==> src/rtl/jpeg_soc_pkg.sv <==
// Shared types and address map for the JPEG result-stream reader.
// Holds the RAM-side defaults and the reader FSM encoding.
package jpeg_soc_pkg;

  localparam int unsigned WIDTH_DEF      = 32;
  localparam int unsigned DEPTH_DEF      = 1200;
  localparam int unsigned ADDROFFSET_DEF = 206800;
  localparam int unsigned CTRL_ADDR_DEF  = 411698;

  typedef enum logic [1:0] {
    IDLE,
    FETCH,
    SEND,
    ACK
  } rd_state_t;

endpackage

==> src/rtl/jpeg_stream_reader_if.sv <==
// RAM port-2 bus plus the outgoing byte stream, bundled.
// Optional out_last exists only with STREAM_LAST_EN defined.
interface jpeg_stream_reader_if #(
  parameter int unsigned WIDTH = 32
);

  logic [WIDTH-1:0] mem_addr;
  logic [WIDTH-1:0] mem_wdata;
  logic             mem_enw;
  logic [WIDTH-1:0] mem_rdata;
  logic [7:0]       out_data;
  logic             out_valid;
  logic             out_ready;
`ifdef STREAM_LAST_EN
  logic             out_last;

  modport master (
    output mem_addr, mem_wdata, mem_enw,
    input  mem_rdata,
    output out_data, out_valid, out_last,
    input  out_ready
  );

  modport slave (
    input  mem_addr, mem_wdata, mem_enw,
    output mem_rdata,
    input  out_data, out_valid, out_last,
    output out_ready
  );
`else
  modport master (
    output mem_addr, mem_wdata, mem_enw,
    input  mem_rdata,
    output out_data, out_valid,
    input  out_ready
  );

  modport slave (
    input  mem_addr, mem_wdata, mem_enw,
    output mem_rdata,
    input  out_data, out_valid,
    output out_ready
  );
`endif

endinterface

==> src/rtl/word_serializer.sv <==
// Splits one 32-bit word into 4 bytes, MSB first, on valid/ready.
// word_done marks the handshake of the 4th byte.
module word_serializer (
  input  logic        clk,
  input  logic        rst,
  input  logic        load,
  input  logic [31:0] din,
  input  logic        ready,
  output logic        valid,
  output logic [7:0]  data,
  output logic [1:0]  bcnt,
  output logic        word_done
);

  logic [31:0] shift_q, shift_d;
  logic [1:0]  bcnt_q, bcnt_d;
  logic        valid_q, valid_d;
  logic        fire;

  assign fire      = valid_q & ready;
  assign word_done = fire & (bcnt_q == 2'd3);
  assign valid     = valid_q;
  assign data      = shift_q[31:24];
  assign bcnt      = bcnt_q;

  // Load a fresh word, or advance one byte per handshake.
  always_comb begin
    shift_d = shift_q;
    bcnt_d  = bcnt_q;
    valid_d = valid_q;
    if (load) begin
      shift_d = din;
      bcnt_d  = 2'd0;
      valid_d = 1'b1;
    end else if (fire) begin
      shift_d = {shift_q[23:0], 8'h00};
      bcnt_d  = bcnt_q + 2'd1;
      if (bcnt_q == 2'd3) valid_d = 1'b0;
    end
  end

  // Byte shifter state.
  always_ff @(posedge clk) begin
    if (rst) begin
      shift_q <= '0;
      bcnt_q  <= '0;
      valid_q <= 1'b0;
    end else begin
      shift_q <= shift_d;
      bcnt_q  <= bcnt_d;
      valid_q <= valid_d;
    end
  end

endmodule

==> src/rtl/jpeg_stream_reader.sv <==
// Polls the control word, streams N result words out as bytes,
// then acks with a zero write. Optional out_last: STREAM_LAST_EN.
module jpeg_stream_reader
  import jpeg_soc_pkg::*;
#(
  parameter int unsigned WIDTH      = WIDTH_DEF,
  parameter int unsigned DEPTH      = DEPTH_DEF,
  parameter int unsigned ADDROFFSET = ADDROFFSET_DEF,
  parameter int unsigned CTRL_ADDR  = CTRL_ADDR_DEF
) (
  input  logic                 clk,
  input  logic                 rst,
  jpeg_stream_reader_if.master bus,
  output logic                 busy,
  output logic                 frame_done
);

  localparam int unsigned CW = $clog2(DEPTH + 1);

  rd_state_t state_q, state_d;
  logic [CW-1:0] idx_q, idx_d;
  logic [CW-1:0] count_q, count_d;
  logic          busy_q, busy_d;
  logic          fd_q, fd_d;
  logic          load;
  logic          last_word;
  logic          ser_valid;
  logic          word_done;
  logic [1:0]    bcnt;
  logic [7:0]    ser_data;
  logic          rd_zero;

  assign rd_zero   = (bus.mem_rdata == '0);
  assign last_word = (idx_q == count_q - CW'(1));

  word_serializer u_ser (
    .clk       (clk),
    .rst       (rst),
    .load      (load),
    .din       (bus.mem_rdata[31:0]),
    .ready     (bus.out_ready),
    .valid     (ser_valid),
    .data      (ser_data),
    .bcnt      (bcnt),
    .word_done (word_done)
  );

  assign bus.out_valid = ser_valid;
  assign bus.out_data  = ser_data;
  assign busy          = busy_q;
  assign frame_done    = fd_q;

  // Next-state logic for the poll / fetch / send / ack sequence.
  always_comb begin
    state_d = state_q;
    idx_d   = idx_q;
    count_d = count_q;
    fd_d    = 1'b0;
    load    = 1'b0;
    unique case (state_q)
      IDLE: begin
        if (!rd_zero) begin
          count_d = (bus.mem_rdata > WIDTH'(DEPTH)) ?
                    CW'(DEPTH) : bus.mem_rdata[CW-1:0];
          idx_d   = '0;
          state_d = FETCH;
        end
      end
      FETCH: begin
        load    = 1'b1;
        state_d = SEND;
      end
      SEND: begin
        if (word_done) begin
          if (last_word) begin
            state_d = ACK;
          end else begin
            idx_d   = idx_q + CW'(1);
            state_d = FETCH;
          end
        end
      end
      ACK: begin
        if (rd_zero) begin
          fd_d    = 1'b1;
          state_d = IDLE;
        end
      end
      default: state_d = IDLE;
    endcase
    busy_d = (state_d != IDLE);
  end

  // FSM state and its registered status outputs.
  always_ff @(posedge clk) begin
    if (rst) begin
      state_q <= IDLE;
      idx_q   <= '0;
      count_q <= '0;
      busy_q  <= 1'b0;
      fd_q    <= 1'b0;
    end else begin
      state_q <= state_d;
      idx_q   <= idx_d;
      count_q <= count_d;
      busy_q  <= busy_d;
      fd_q    <= fd_d;
    end
  end

  // RAM port-2 controls decoded from the current state.
  always_comb begin
    bus.mem_addr  = WIDTH'(CTRL_ADDR);
    bus.mem_wdata = '0;
    bus.mem_enw   = 1'b0;
    unique case (state_q)
      FETCH, SEND: bus.mem_addr = WIDTH'(ADDROFFSET) + WIDTH'(idx_q);
      ACK:         bus.mem_enw  = 1'b1;
      default:     bus.mem_enw  = 1'b0;
    endcase
  end

`ifdef STREAM_LAST_EN
  logic last_q, last_d;

  // Flag the final byte of the final word as it becomes current.
  always_comb begin
    last_d = last_q;
    if (ser_valid && bus.out_ready)
      last_d = (bcnt == 2'd2) && last_word;
  end

  // Registered end-of-frame marker.
  always_ff @(posedge clk) begin
    if (rst) last_q <= 1'b0;
    else     last_q <= last_d;
  end

  assign bus.out_last = last_q;
`else
  logic unused_bcnt;
  assign unused_bcnt = ^bcnt;
`endif

endmodule

==> src/flat_wrapper.sv <==
// flat-port wrapper written by rule: the top's interface ports become plain ports
module jpeg_stream_reader_flat import jpeg_soc_pkg::*;
#(
  parameter int unsigned WIDTH      = WIDTH_DEF,
  parameter int unsigned DEPTH      = DEPTH_DEF,
  parameter int unsigned ADDROFFSET = ADDROFFSET_DEF,
  parameter int unsigned CTRL_ADDR  = CTRL_ADDR_DEF
)
  (clk, rst, busy, frame_done, bus_mem_addr, bus_mem_wdata, bus_mem_enw, bus_mem_rdata, bus_out_data, bus_out_valid, bus_out_ready);
  jpeg_stream_reader_if #(.WIDTH(WIDTH)) bus_i ();
  input  logic clk;
  input  logic rst;
  output logic busy;
  output logic frame_done;
  output wire logic [$bits(bus_i.mem_addr)-1:0] bus_mem_addr;
  output wire logic [$bits(bus_i.mem_wdata)-1:0] bus_mem_wdata;
  output wire logic [$bits(bus_i.mem_enw)-1:0] bus_mem_enw;
  input wire logic [$bits(bus_i.mem_rdata)-1:0] bus_mem_rdata;
  output wire logic [$bits(bus_i.out_data)-1:0] bus_out_data;
  output wire logic [$bits(bus_i.out_valid)-1:0] bus_out_valid;
  input wire logic [$bits(bus_i.out_ready)-1:0] bus_out_ready;
  assign bus_mem_addr = bus_i.mem_addr;
  assign bus_mem_wdata = bus_i.mem_wdata;
  assign bus_mem_enw = bus_i.mem_enw;
  assign bus_i.mem_rdata = bus_mem_rdata;
  assign bus_out_data = bus_i.out_data;
  assign bus_out_valid = bus_i.out_valid;
  assign bus_i.out_ready = bus_out_ready;
  jpeg_stream_reader #(.WIDTH(WIDTH), .DEPTH(DEPTH), .ADDROFFSET(ADDROFFSET), .CTRL_ADDR(CTRL_ADDR)) u_core (.clk(clk), .rst(rst), .bus(bus_i), .busy(busy), .frame_done(frame_done));
endmodule
==> config.mk <==
export PLATFORM = sky130hd
export DESIGN_NAME = jpeg_stream_reader_flat
export DESIGN_NICKNAME = d
export VERILOG_FILES = /design/src/rtl/jpeg_soc_pkg.sv /design/src/rtl/jpeg_stream_reader_if.sv /design/src/rtl/word_serializer.sv /design/src/rtl/jpeg_stream_reader.sv /design/src/flat_wrapper.sv
export SDC_FILE = /design/constraint.sdc
export NUM_CORES = 1
export LEC_CHECK = 0
export BUFFER_PORTS_ARGS = -buffer_cell sky130_fd_sc_hd__buf_2
export CORE_ASPECT_RATIO = 0.8
export CORE_MARGIN = 2
export CORE_UTILIZATION = 53
export DETAILED_ROUTE_END_ITERATION = 7
export HOLD_SLACK_MARGIN = 0.06
export PLACE_DENSITY = 0.81
export SKIP_LAST_GASP = 1
export SYNTH_ARGS = -nofsm -noshare
export SYNTH_HDL_FRONTEND = slang
export SYNTH_SLANG_ARGS = --single-unit
export TNS_END_PERCENT = 30
==> constraint.sdc <==
create_clock -name clk -period 3 [get_ports clk]
set_input_delay 0.45 -clock clk [delete_from_list [all_inputs] [get_ports clk]]
set_output_delay 0.45 -clock clk [all_outputs]
set_load 0.01 [all_outputs]
==> metrics.md, run 1 <==
| Metric | Value |
|---|---|
| Type of element launching the critical path | register |
| Count of standard-cell rows | 27 |
| Port Buf Inserts | a little over 60 |
| CTS tree | done |
| Boundary pin count | approximately 110 |
| Antenna violations before repair | 0 |
| Max FO, Critical Path | 17 |
| Max-slew violation count | 0 |
| Post-detailed-route wirelength per cell | about 14 µm |
| Share of flip-flops with an asynchronous set or reset after synthesis | 0 |
| Count of endpoints failing hold in the final timing report | 0 |
| Source-to-sink clock delay at the later pin of the worst-skew pair | between 0.3 and 0.4 ns |
| Kind of path behind the tightest hold check | input port to register |
| Aggregate negative setup slack | 0 ns |
| Hold path depth | 3 |
| Post-route cell area | just over 4000 µm² |
| Global-route wire length before repair | about 15 mm |
| Overall overflow remaining after global route | 0 |
| Number of H-tree branching levels | 3 |
| Top cells by area in the synthesized netlist | sky130_fd_sc_hd__dfxtp_1, sky130_fd_sc_hd__buf_4, sky130_fd_sc_hd__a21oi_1 |
| Yosys warning total | 0 |
| Total standard cell area after synthesis | roughly 3800 µm² |
| Largest family of logic cells by synthesized area | simple AND/OR/NAND/NOR gates |
| Peak VDD IR | 0.275 mV |
| Cell count after synthesis | a little over 500 |
| Number of optimization iterations in the first detailed-route pass | 8 |
| Post-detailed-route count of antenna-violating nets | 0 |
| Worst Skew | just over 0.007 ns |
| Status | completed |
| Most common cell after layout, fill and taps aside | sky130_fd_sc_hd__nor2_1 |
| Count of clock tree sinks | 61 |
| Starting Density | 0.553 |
| CTS clk-pin slew, worst paths | about 0.070 ns |
| Nets | approximately 590 |
| Placed instance count | around 620 |
| Post-Route WL | between 8 and 9 mm |
| Die Footprint | approximately 8000 µm² |
| Num CTS Buffers | 9 |
| Post-Syn Area per Cell | between 7 and 8 µm² |
| Antenna Cells | 0 |
| End point of the most critical hold path | u_core.u_ser.shift_q[12] |
| F_max | 355 MHz |
| Iter 0 DRT Violations | between 200 and 250 |
| Fraction of the mapped netlist area in compound gates | 0.170 |
| Die height | ~80 µm |
| EDFF count, synth | 0 |
| Lkg Pwr | about 1.7 nW |
| Fraction of the yosys area taken by sequential cells | 0.317 |
| Mux cell area share after synthesis | 0.0117 |
| Fraction of layout instances using a drive strength above 1 | 0.171 |
| Total number of vias | roughly 3500 |
| Critical path arrival | between 3 and 4 ns |
| Number of remaining DRC errors | 0 |
| Count of different cell masters after synthesis | 53 |
| Combined global-route utilization of all metal layers | 0.228 |
| Worst r2r src | u_core.count_q[0] |
| Final worst path period need | ~2.8 ns |
| Worst setup path class | register to register |
| Flip-flop and latch count after synthesis | just over 60 |
| Remaining max-slew budget at the tightest pin | 0.375 |
| R2r endpoint | u_core.idx_q[7] |
| Layout Cells excl Fill | 638 |
| Most used cells in the layout excluding fill and tap cells | sky130_fd_sc_hd__nor2_1, sky130_fd_sc_hd__a21oi_1, sky130_fd_sc_hd__buf_2 |
| Die W | around 99 µm |
| Simple-gate portion of the synthesized area | 0.252 |
| Detailed-placement wirelength estimate | roughly 6.3 mm |
| Core region area | between 6000 and 7000 µm² |
| Layout Area Growth over Synthesis | 5.04% |
| Worst r2r path cells | 7 |
| Share of the cycle needed by the critical path after routing | 0.939 |
| Power density normalized to cell area | around 590 nW/µm² |
| Setup slack on the worst flop-to-flop path | 0.18 ns |
| Worst Path Required | approximately 3.3 ns |
| Final standard cell utilization of the core | 0.581 |
| Placed Instance Area | between 3000 and 4000 µm² |
| Commonest register cell after synthesis | sky130_fd_sc_hd__dfxtp_1 |
| Post-synth top area share | 0.317 |
| Number of violations of the max-capacitance limit | 0 |
| Clock tree root buffer cell | sky130_fd_sc_hd__clkbuf_8 |
| Slew @ Worst Pin | between 0.9 and 1 ns |
| Xor-xnor portion of the synthesized cell area | 0.0478 |
| Quantity of hold-fixing buffers added after cts | 0 |
| Maximum number of pins on one net before global-route repair | a little under 70 |
| Arithmetic-cell share of the synthesized area counting full adders, half adders and majority gates | 0.0293 |
| Number of global-route vias before repair | between 3000 and 4000 |
| Startpoint of the worst hold path | bus_mem_rdata[12] |
| Maximum root-to-sink buffer count | 2 |
| Post-detailed-route via-to-cell ratio | roughly 5.5 |
| Top cell type by total area after synthesis | sky130_fd_sc_hd__dfxtp_1 |
| Final setup vio count | 0 |
| Final weighted congestion in routability-driven placement | just over 0.9 |
| Setup repair after global routing missed its margin | no |
| Worst setup EP type | register |
-- worst max-delay path by stage --
stage                           start          endpoint  slack, ns  depth (start not counted)
finish              u_core.count_q[0]   u_core.idx_q[7]       0.18                          7
global route        u_core.count_q[0]   u_core.idx_q[6]       0.02                          9
floorplan           u_core.count_q[0]   u_core.idx_q[7]       0.42                          7
detailed placement  u_core.count_q[0]   u_core.idx_q[5]       0.10                          9
global placement    u_core.count_q[0]  u_core.idx_q[10]       0.25                          9
CTS                 u_core.count_q[0]   u_core.idx_q[5]       0.11                          9
-- what timing repair did --
action                                  in CTS  in global routing
endpoints found under the setup margin       0                  9
setup buffers                                0                  0
gates resized for setup                      0                  1
-- state kept, by name, summed over array words and instances, names as in the netlist --
signal	cells
u_core.u_ser.bcnt	2
u_core.busy	1
u_core.count_q	11
u_core.u_ser.valid	1
u_core.idx_q	11
u_core.frame_done	1
u_core.u_ser.shift_q	32
u_core.state_q	2
-- synth_stat cells (2+ instances only) --
master,n
sky130_fd_sc_hd__and2_1,4
sky130_fd_sc_hd__a31oi_1,2
sky130_fd_sc_hd__nand4_1,6
sky130_fd_sc_hd__or4_1,5
sky130_fd_sc_hd__nor2_1,73
sky130_fd_sc_hd__ha_1,9
sky130_fd_sc_hd__conb_1,2
sky130_fd_sc_hd__nor2b_1,4
sky130_fd_sc_hd__and3b_1,2
sky130_fd_sc_hd__nand2b_1,2
sky130_fd_sc_hd__xnor2_1,11
sky130_fd_sc_hd__nor4_1,8
sky130_fd_sc_hd__a211oi_1,3
sky130_fd_sc_hd__mux2i_1,3
sky130_fd_sc_hd__inv_1,8
sky130_fd_sc_hd__nand2_1,55
sky130_fd_sc_hd__o211ai_1,4
sky130_fd_sc_hd__xor2_1,10
sky130_fd_sc_hd__clkbuf_8,3
sky130_fd_sc_hd__o21a_1,2
sky130_fd_sc_hd__a22oi_1,7
sky130_fd_sc_hd__clkbuf_1,20
sky130_fd_sc_hd__a21oi_1,65
sky130_fd_sc_hd__a211o_1,2
sky130_fd_sc_hd__or3_1,2
sky130_fd_sc_hd__nor3_1,11
sky130_fd_sc_hd__buf_4,61
sky130_fd_sc_hd__buf_1,5
sky130_fd_sc_hd__dfxtp_1,61
sky130_fd_sc_hd__nand3_1,30
sky130_fd_sc_hd__o21ai_0,9
sky130_fd_sc_hd__o31ai_1,2
-- power breakdown --
group	switching (mW)	leakage, nW	total [mW]	internal, mW
Sequential	0.0694	0.498	0.967	0.898
Combinational	0.504	1.15	0.789	0.285
Clock	0.312	0.0881	0.645	0.333
Total	0.886	1.74	2.40	1.52
-- cell type report --
type	instances	area (µm²)
multi-input combinational	399	2150
tap	87	109
clock buffer	12	155
fill	662	2920
timing repair buffer	69	363
clock inverter	2	10.0
inverter	8	30.0
sequential	61	1220
-- metal layers --
layer  up-vias  global-route usage  share of wire
met5         -                   0              0
met4         0              0.0753          0.013
met3        13              0.0705          0.098
met2       173               0.342           0.43
met1      1626               0.312           0.46
li1       1717                   -              -
-- critical path: stages (launching register included) --
cell and delay, ns:
sky130_fd_sc_hd__dfxtp_1 0.34, sky130_fd_sc_hd__or4_1 0.56, sky130_fd_sc_hd__or4_4 0.46, sky130_fd_sc_hd__mux2_4 0.33, sky130_fd_sc_hd__a31oi_4 0.23, sky130_fd_sc_hd__o21ai_4 0.17, sky130_fd_sc_hd__or4_1 0.52, sky130_fd_sc_hd__a21oi_1 0.15
-- cell families (layout without fill, tap and decap cells) --
| family | count (synthesis) | count (layout) |
|---|---|---|
| and+or+nand+nor | 210 | 210 |
| AOI/OAI and AO/OA | 107 | 107 |
| buffers and inverters | 98 | 91 |
| DFF | 61 | 61 |
| xor gates and xnor gates | 21 | 21 |
| adders and majority gates | 9 | 9 |
| muxes | 4 | 4 |
| other | 2 | 48 |
-- per-stage QoR --
step | hold WS, ns | setup slack [ns] | power, mW
after floorplan | 0.493 | 0.420 | 1.64
after global routing | 0.357 | 0.0202 | 2.56
after global placement | 0.523 | 0.246 | 1.73
after CTS | 0.344 | 0.109 | 2.39
after detailed placement | 0.556 | 0.104 | 1.76
final | 0.350 | 0.184 | 2.40
Power figures use the tool's default switching activity.
==> run 2, diff against run 1 <==
- MAX_ROUTING_LAYER: unset -> met4
==> run 2 against run 1 <==
Global-route usage down 0.16 points. Fmax decreased by 0.44%. Utilization up 0.97 points. Hold slack got worse by 0.0037 ns. Total power grew 8.2%. Sequential power about the same. First-iteration DRC count up 8.2%. Die area is the same. Register-to-register slack about the same. Final area up 1.7%. Critical path type unchanged.
==> metrics.md, run 2 (synthesis gave the netlist of run 1 again) <==
| Metric | Value |
|---|---|
| Status | completed (unchanged) |
| Count of clock tree sinks | 61 (unchanged) |
| Boundary pin count | 111 (unchanged) |
| Post-Route WL | 8.82 mm (was 8.85 mm) |
| Setup slack on the worst flop-to-flop path | 0.17 ns (was 0.18 ns) |
| Remaining max-slew budget at the tightest pin | 0.362 (was 0.375) |
| Maximum number of pins on one net before global-route repair | 53 (was 68) |
| Worst r2r src | u_core.count_q[0] (unchanged) |
| Critical path, cell by cell | or4_1 -> or4_4 -> mux2_4 -> a31oi_4 -> o21ai_4 -> buf_4 -> or4_1 -> nand2_1 (was or4_1 -> or4_4 -> mux2_4 -> a31oi_4 -> o21ai_4 -> or4_1 -> a21oi_1) |
| Total number of vias | 3518 (was 3529) |
| Post-detailed-route count of antenna-violating nets | 0 (unchanged) |
| Layout Area Growth over Synthesis | 6.79% (was 5.04%) |
| Critical path arrival | 3.12 ns (was 3.10 ns) |
| Fin worst setup slack | 0.172 ns (was 0.184 ns) |
| Nets | 593 (was 592) |
| Hold path depth | 3 (unchanged) |
| Fraction of layout instances using a drive strength above 1 | 0.175 (was 0.171) |
| Worst setup EP type | register (unchanged) |
| Met2 wire length | 3.78 mm (was 3.80 mm) |
| Largest registers in the final layout | u_core.u_ser.shift_q x32, u_core.count_q x11, u_core.idx_q x11 (unchanged) |
| Max-slew violation count | 0 (unchanged) |
| Type of element launching the critical path | register (unchanged) |
| Worst r2r path cells | 8 (was 7) |
| Share of the cycle needed by the critical path after routing | 0.943 (was 0.939) |
| Final standard cell utilization of the core | 0.591 (was 0.581) |
| Pre-CTS worst setup slack | 0.201 ns (was 0.104 ns) |
| Port Buf Inserts | 62 (unchanged) |
| Fraction of power consumed by the clock network | 0.319 (was 0.269) |
| Post-route cell area | 4110 µm² (was 4040 µm²) |
| Post-detailed-route wirelength per cell | 13.8 µm (was 13.9 µm) |
| Final weighted congestion in routability-driven placement | 0.969 (was 0.908) |
| Maximum root-to-sink buffer count | 2 (unchanged) |
| Startpoint of the worst hold path | bus_mem_rdata[24] (was bus_mem_rdata[12]) |
| Number of H-tree branching levels | 3 (unchanged) |
| Number of remaining DRC errors | 0 (unchanged) |
| Starting Density | 0.553 (unchanged) |
| Kind of path behind the tightest hold check | input port to register (unchanged) |
| Multi-input combinational cell area | 2150 µm² (unchanged) |
| Total of fill cells in the finished design | 644 (was 662) |
| Final setup vio count | 0 (unchanged) |
| Most used cells in the layout excluding fill and tap cells | sky130_fd_sc_hd__nor2_1, sky130_fd_sc_hd__a21oi_1, sky130_fd_sc_hd__buf_2 (unchanged) |
| Highest metal layer used by the detailed router | met4 (unchanged) |
| Clock tree root buffer cell | sky130_fd_sc_hd__clkbuf_8 (unchanged) |
| Internal power of the cells | 1.70 mW (was 1.52 mW) |
| Worst Skew | 0.00875 ns (was 0.00712 ns) |
| Count of endpoints failing hold in the final timing report | 0 (unchanged) |
| Power density normalized to cell area | 632 nW/µm² (was 594 nW/µm²) |
| Register Area | 1220 µm² (unchanged) |
| Number of global-route vias before repair | 2961 (was 3081) |
| Count of standard-cell rows | 27 (unchanged) |
| Overall power after layout | 2.60 mW (was 2.40 mW) |
| Iter 0 DRT Violations | 225 (was 208) |
| End point of the most critical hold path | u_core.u_ser.shift_q[24] (was u_core.u_ser.shift_q[12]) |
| Die W | 99.3 µm (unchanged) |
| F_max | 354 MHz (was 355 MHz) |
| Source-to-sink clock delay at the later pin of the worst-skew pair | 0.35 ns (about the same) |
| CTS clk-pin slew, worst paths | 0.07 ns (about the same) |
| Worst setup path class | register to register (unchanged) |
| Setup repair after global routing missed its margin | no (unchanged) |
| Peak VDD IR | 0.267 mV (was 0.275 mV) |
| Lkg Pwr | 1.77 nW (was 1.74 nW) |
| Number of optimization iterations in the first detailed-route pass | 5 (was 8) |
| Global-route wire length before repair | 14.0 mm (was 14.7 mm) |
| Detailed-placement wirelength estimate | 6.18 mm (was 6.27 mm) |
| Die height | 80.2 µm (unchanged) |
| Placed Instance Area | 3880 µm² (was 3870 µm²) |
| Slew @ Worst Pin | 0.957 ns (was 0.937 ns) |
| Seq pwr share | 0.372 (was 0.403) |
| Comb pwr share | 0.309 (was 0.329) |
| Slowest stage delay, CP | 0.55 ns (was 0.56 ns) |
| Setup Fix Bufs, Post-CTS | 0 (unchanged) |
| Die Footprint | 7960 µm² (unchanged) |
| Overall overflow remaining after global route | 0 (unchanged) |
| CTS tree | done (unchanged) |
| Number of violations of the max-capacitance limit | 0 (unchanged) |
| Antenna violations before repair | 0 (unchanged) |
| Most common cell type on the critical path | sky130_fd_sc_hd__or4_1 (unchanged) |
| Max FO, Critical Path | 11 (was 17) |
| Detailed-routing wirelength on met1 | 4.13 mm (was 4.07 mm) |
| Most common cell after layout, fill and taps aside | sky130_fd_sc_hd__nor2_1 (unchanged) |
| Flip-flop count of the largest register after layout | 32 (unchanged) |
| Met3 Wirelength | 772 µm (was 863 µm) |
| Post-detailed-route via-to-cell ratio | 5.49 (was 5.53) |
| Worst Path Required | 3.29 ns (was 3.28 ns) |
| Quantity of hold-fixing buffers added after cts | 0 (unchanged) |
| Core region area | 6960 µm² (unchanged) |
| Top register by number of flip-flops | u_core.u_ser.shift_q (unchanged) |
| Combined global-route utilization of all metal layers | 0.227 (was 0.228) |
| Num CTS Buffers | 9 (unchanged) |
| Switching share of power | 0.345 (was 0.369) |
| Switch Pwr | 0.895 mW (was 0.886 mW) |
| Post-CTS Resized | 0 (unchanged) |
| R2r endpoint | u_core.idx_q[8] (was u_core.idx_q[7]) |
| Aggregate negative setup slack | 0 ns (unchanged) |
| Critical Path Slowest Stage Cell | sky130_fd_sc_hd__or4_1 (unchanged) |
| Final worst path period need | 2.83 ns (was 2.82 ns) |
| Antenna Cells | 0 (unchanged) |
-- run 2: power by group through the flow --
stage	clock [mW]	combinational, mW	sequential (mW)
2_1_floorplan	0	0.670	0.965
3_3_place_gp	0	0.762	0.978
3_5_place_dp	0	0.781	0.982
4_1_cts	0.838	0.790	0.964
5_1_grt	0.881	0.891	0.976
6_report	0.829	0.803	0.966
-- run 2: stage by stage --
stage               std cells  hold slack (ns)
floorplan                 558            0.493
global placement          625            0.521
detailed placement        625            0.544
CTS                       641            0.343
global route              641            0.350
finish                    641            0.346
-- run 2: cell type report --
cell class,instances,share of cell area
clock buffer,12,0.0377
clock inverter,4,0.0170
inverter,8,0.00731
multi-input combinational,399,0.524
sequential,61,0.297
tap,87,0.0265
timing repair buffer,70,0.0901
-- run 2: worst max path at each step --
stage,start,to,cells past startpoint
floorplan,u_core.count_q[0],u_core.idx_q[7],7
global placement,u_core.count_q[0],u_core.idx_q[3],8
detailed placement,u_core.count_q[0],u_core.idx_q[0],10
CTS,u_core.count_q[0],u_core.idx_q[8],8
global route,u_core.count_q[0],u_core.idx_q[5],10
finish,u_core.count_q[0],u_core.idx_q[8],8
-- run 2: worst max-delay path: cells and delay by family (launching register included) --
kind	cells	cell delay, ns
mux	1	0.33
simple gates	4	1.55
buf+inv	1	0.19
flops	1	0.35
compound gates	2	0.35
-- run 2: per-layer routing --
metal,track usage,up-vias
li1,-,1726
met1,0.305,1609
met2,0.336,165
met3,0.0601,18
met4,0.0644,0
met5,-,-
==> run 3, diff against run 2 <==
- BUFFER_PORTS_ARGS: -buffer_cell sky130_fd_sc_hd__buf_2 -> -buffer_cell sky130_fd_sc_hd__clkbuf_2
==> run 3 against run 2 <==
Sequential power is essentially flat. Flip-flop and latch count unchanged. Largest power group unchanged. Final area down 0.30%. Clock skew increased by 0.0023 ns. Via count decreased by 1.1%. Highest routed layer unchanged. Non-clock buffer count rose by 1. Critical path type unchanged. Setup slack got worse by 0.070 ns. Fmax shrank 2.4%. Global-route usage grew 0.083 points. First-iteration DRC count increased by 24%.
==> metrics.md, run 3 (synthesis gave the netlist of run 1 again) <==
| Metric | Value |
|---|---|
| Antenna Cells | 0 (unchanged) |
| Setup slack on the worst flop-to-flop path | 0.10 ns (was 0.17 ns) |
| Peak VDD IR | 0.292 mV (was 0.267 mV) |
| Post-detailed-route wirelength per cell | 13.3 µm (was 13.8 µm) |
| Critical path arrival | 3.18 ns (was 3.12 ns) |
| Post-route cell area | 4100 µm² (was 4110 µm²) |
| Most used cells in the layout excluding fill and tap cells | sky130_fd_sc_hd__nor2_1, sky130_fd_sc_hd__a21oi_1, sky130_fd_sc_hd__clkbuf_2 (was sky130_fd_sc_hd__nor2_1, sky130_fd_sc_hd__a21oi_1, sky130_fd_sc_hd__buf_2) |
| Lkg Pwr | 1.76 nW (was 1.77 nW) |
| Number of optimization iterations in the first detailed-route pass | 4 (was 5) |
| End point of the most critical hold path | u_core.u_ser.shift_q[30] (was u_core.u_ser.shift_q[24]) |
| Combined global-route utilization of all metal layers | 0.228 (was 0.227) |
| Worst Path Required | 3.28 ns (was 3.29 ns) |
| Number of global-route vias before repair | 3071 (was 2961) |
| Hold path depth | 3 (unchanged) |
| R2r endpoint | u_core.idx_q[7] (was u_core.idx_q[8]) |
| Number of H-tree branching levels | 3 (unchanged) |
| Core region area | 6960 µm² (unchanged) |
| Share of the cycle needed by the critical path after routing | 0.966 (was 0.943) |
| Fin Hold WS | 0.359 ns (was 0.346 ns) |
| Most common cell after layout, fill and taps aside | sky130_fd_sc_hd__nor2_1 (unchanged) |
| Max FO, Critical Path | 16 (was 11) |
| Post-detailed-route count of antenna-violating nets | 0 (unchanged) |
| Top register by number of flip-flops | u_core.u_ser.shift_q (unchanged) |
| Maximum root-to-sink buffer count | 2 (unchanged) |
| Final standard cell utilization of the core | 0.589 (was 0.591) |
| Largest registers in the final layout | u_core.u_ser.shift_q x32, u_core.count_q x11, u_core.idx_q x11 (unchanged) |
| Flip-flop count of the largest register after layout | 32 (unchanged) |
| Startpoint of the worst hold path | bus_mem_rdata[30] (was bus_mem_rdata[24]) |
| Aggregate negative setup slack | 0 ns (unchanged) |
| Setup repair after global routing missed its margin | no (unchanged) |
| Number of remaining DRC errors | 0 (unchanged) |
| F_max | 345 MHz (was 354 MHz) |
| Boundary pin count | 111 (unchanged) |
| Remaining max-slew budget at the tightest pin | 0.639 (was 0.362) |
| Overall power after layout | 2.51 mW (was 2.60 mW) |
| Iter 0 DRT Violations | 280 (was 225) |
| Pre-CTS worst setup slack | 0.0750 ns (was 0.201 ns) |
| Nets | 594 (was 593) |
| Final worst path period need | 2.90 ns (was 2.83 ns) |
| Num CTS Buffers | 9 (unchanged) |
| Type of element launching the critical path | register (unchanged) |
| Final weighted congestion in routability-driven placement | 0.915 (was 0.969) |
| Die W | 99.3 µm (unchanged) |
| Worst r2r src | u_core.count_q[0] (unchanged) |
| Count of clock tree sinks | 61 (unchanged) |
| Antenna violations before repair | 0 (unchanged) |
| Count of endpoints failing hold in the final timing report | 0 (unchanged) |
| CTS clk-pin slew, worst paths | 0.08 ns (was 0.07 ns) |
| Layout Cells excl Fill | 642 (was 641) |
| Quantity of hold-fixing buffers added after cts | 0 (unchanged) |
| Post-detailed-route via-to-cell ratio | 5.42 (was 5.49) |
| Total number of vias | 3478 (was 3518) |
| Starting Density | 0.553 (unchanged) |
| CTS tree | done (unchanged) |
| Port Buf Inserts | 62 (unchanged) |
| Worst setup EP type | register (unchanged) |
| Final setup vio count | 0 (unchanged) |
| Slew @ Worst Pin | 0.535 ns (was 0.957 ns) |
| Clock tree root buffer cell | sky130_fd_sc_hd__clkbuf_8 (unchanged) |
| Status | completed (unchanged) |
| Number of violations of the max-capacitance limit | 0 (unchanged) |
| Power density normalized to cell area | 612 nW/µm² (was 632 nW/µm²) |
| Die Footprint | 7960 µm² (unchanged) |
| Worst Skew | 0.0111 ns (was 0.00875 ns) |
| Count of standard-cell rows | 27 (unchanged) |
| Placed Instance Area | 3880 µm² (unchanged) |
| Die height | 80.2 µm (unchanged) |
| Detailed-placement wirelength estimate | 6.27 mm (was 6.18 mm) |
| Fin worst setup slack | 0.102 ns (was 0.172 ns) |
| Max-slew violation count | 0 (unchanged) |
| Post-Route WL | 8.55 mm (was 8.82 mm) |
| Global-route wire length before repair | 14.3 mm (was 14.0 mm) |
| Worst setup path class | register to register (unchanged) |
| Kind of path behind the tightest hold check | input port to register (unchanged) |
| Worst r2r path cells | 8 (unchanged) |
| Placed instance count | 625 (unchanged) |
| Source-to-sink clock delay at the later pin of the worst-skew pair | 0.35 ns (about the same) |
| Maximum number of pins on one net before global-route repair | 54 (was 53) |
| Overall overflow remaining after global route | 0 (unchanged) |
| Fraction of layout instances using a drive strength above 1 | 0.175 (about the same) |
| Layout Area Growth over Synthesis | 6.47% (was 6.79%) |
==> run 3: metal layers <==
layer  up-vias  routed length (µm)  global-route usage
li1       1731                   -                   -
met1      1591                4050               0.309
met2       140                3680               0.331
met3        16                 675              0.0557
met4         0                 146              0.0795
met5         -                   0                   -
==> run 3: layout make-up <==
class / instances / area (µm²)
sequential: 61 / 1220
inverter: 8 / 30.0
multi-input combinational: 399 / 2150
clock buffer: 12 / 145
tap: 87 / 109
fill: 665 / 2860
timing repair buffer: 71 / 390
clock inverter: 4 / 47.5
==> run 3: worst max path at each step <==
stage	startpoint	endpoint	slack [ns]	cells past startpoint
floorplan	u_core.count_q[0]	u_core.idx_q[7]	0.42	7
global placement	u_core.count_q[0]	u_core.idx_q[10]	0.25	9
detailed placement	u_core.count_q[0]	u_core.idx_q[5]	0.08	9
CTS	u_core.count_q[0]	u_core.idx_q[6]	0.07	9
global route	u_core.count_q[0]	u_core.idx_q[7]	0.02	8
finish	u_core.count_q[0]	u_core.idx_q[7]	0.10	8
==> run 3: repair_timing <==
| item | CTS | global route |
|---|---|---|
| buffers inserted | 0 | 1 |
| endpoints found under the setup margin | 0 | 9 |
| resized for setup | 0 | 1 |
==> run 3: worst max-delay path: stages, from the launching register on <==
cell	delay (ns)
sky130_fd_sc_hd__dfxtp_1	0.35
sky130_fd_sc_hd__or4_1	0.57
sky130_fd_sc_hd__or4_4	0.46
sky130_fd_sc_hd__mux2_4	0.33
sky130_fd_sc_hd__a31oi_4	0.24
sky130_fd_sc_hd__o21ai_4	0.11
sky130_fd_sc_hd__buf_12	0.17
sky130_fd_sc_hd__or4_1	0.46
sky130_fd_sc_hd__a21oi_1	0.16
==> run 3: power by group <==
part	switching, mW	leakage, nW	total (mW)	internal [mW]
registers	0.0696	0.498	0.967	0.898
clock network	0.325	0.0964	0.729	0.404
logic	0.504	1.16	0.811	0.307
total	0.899	1.76	2.51	1.61
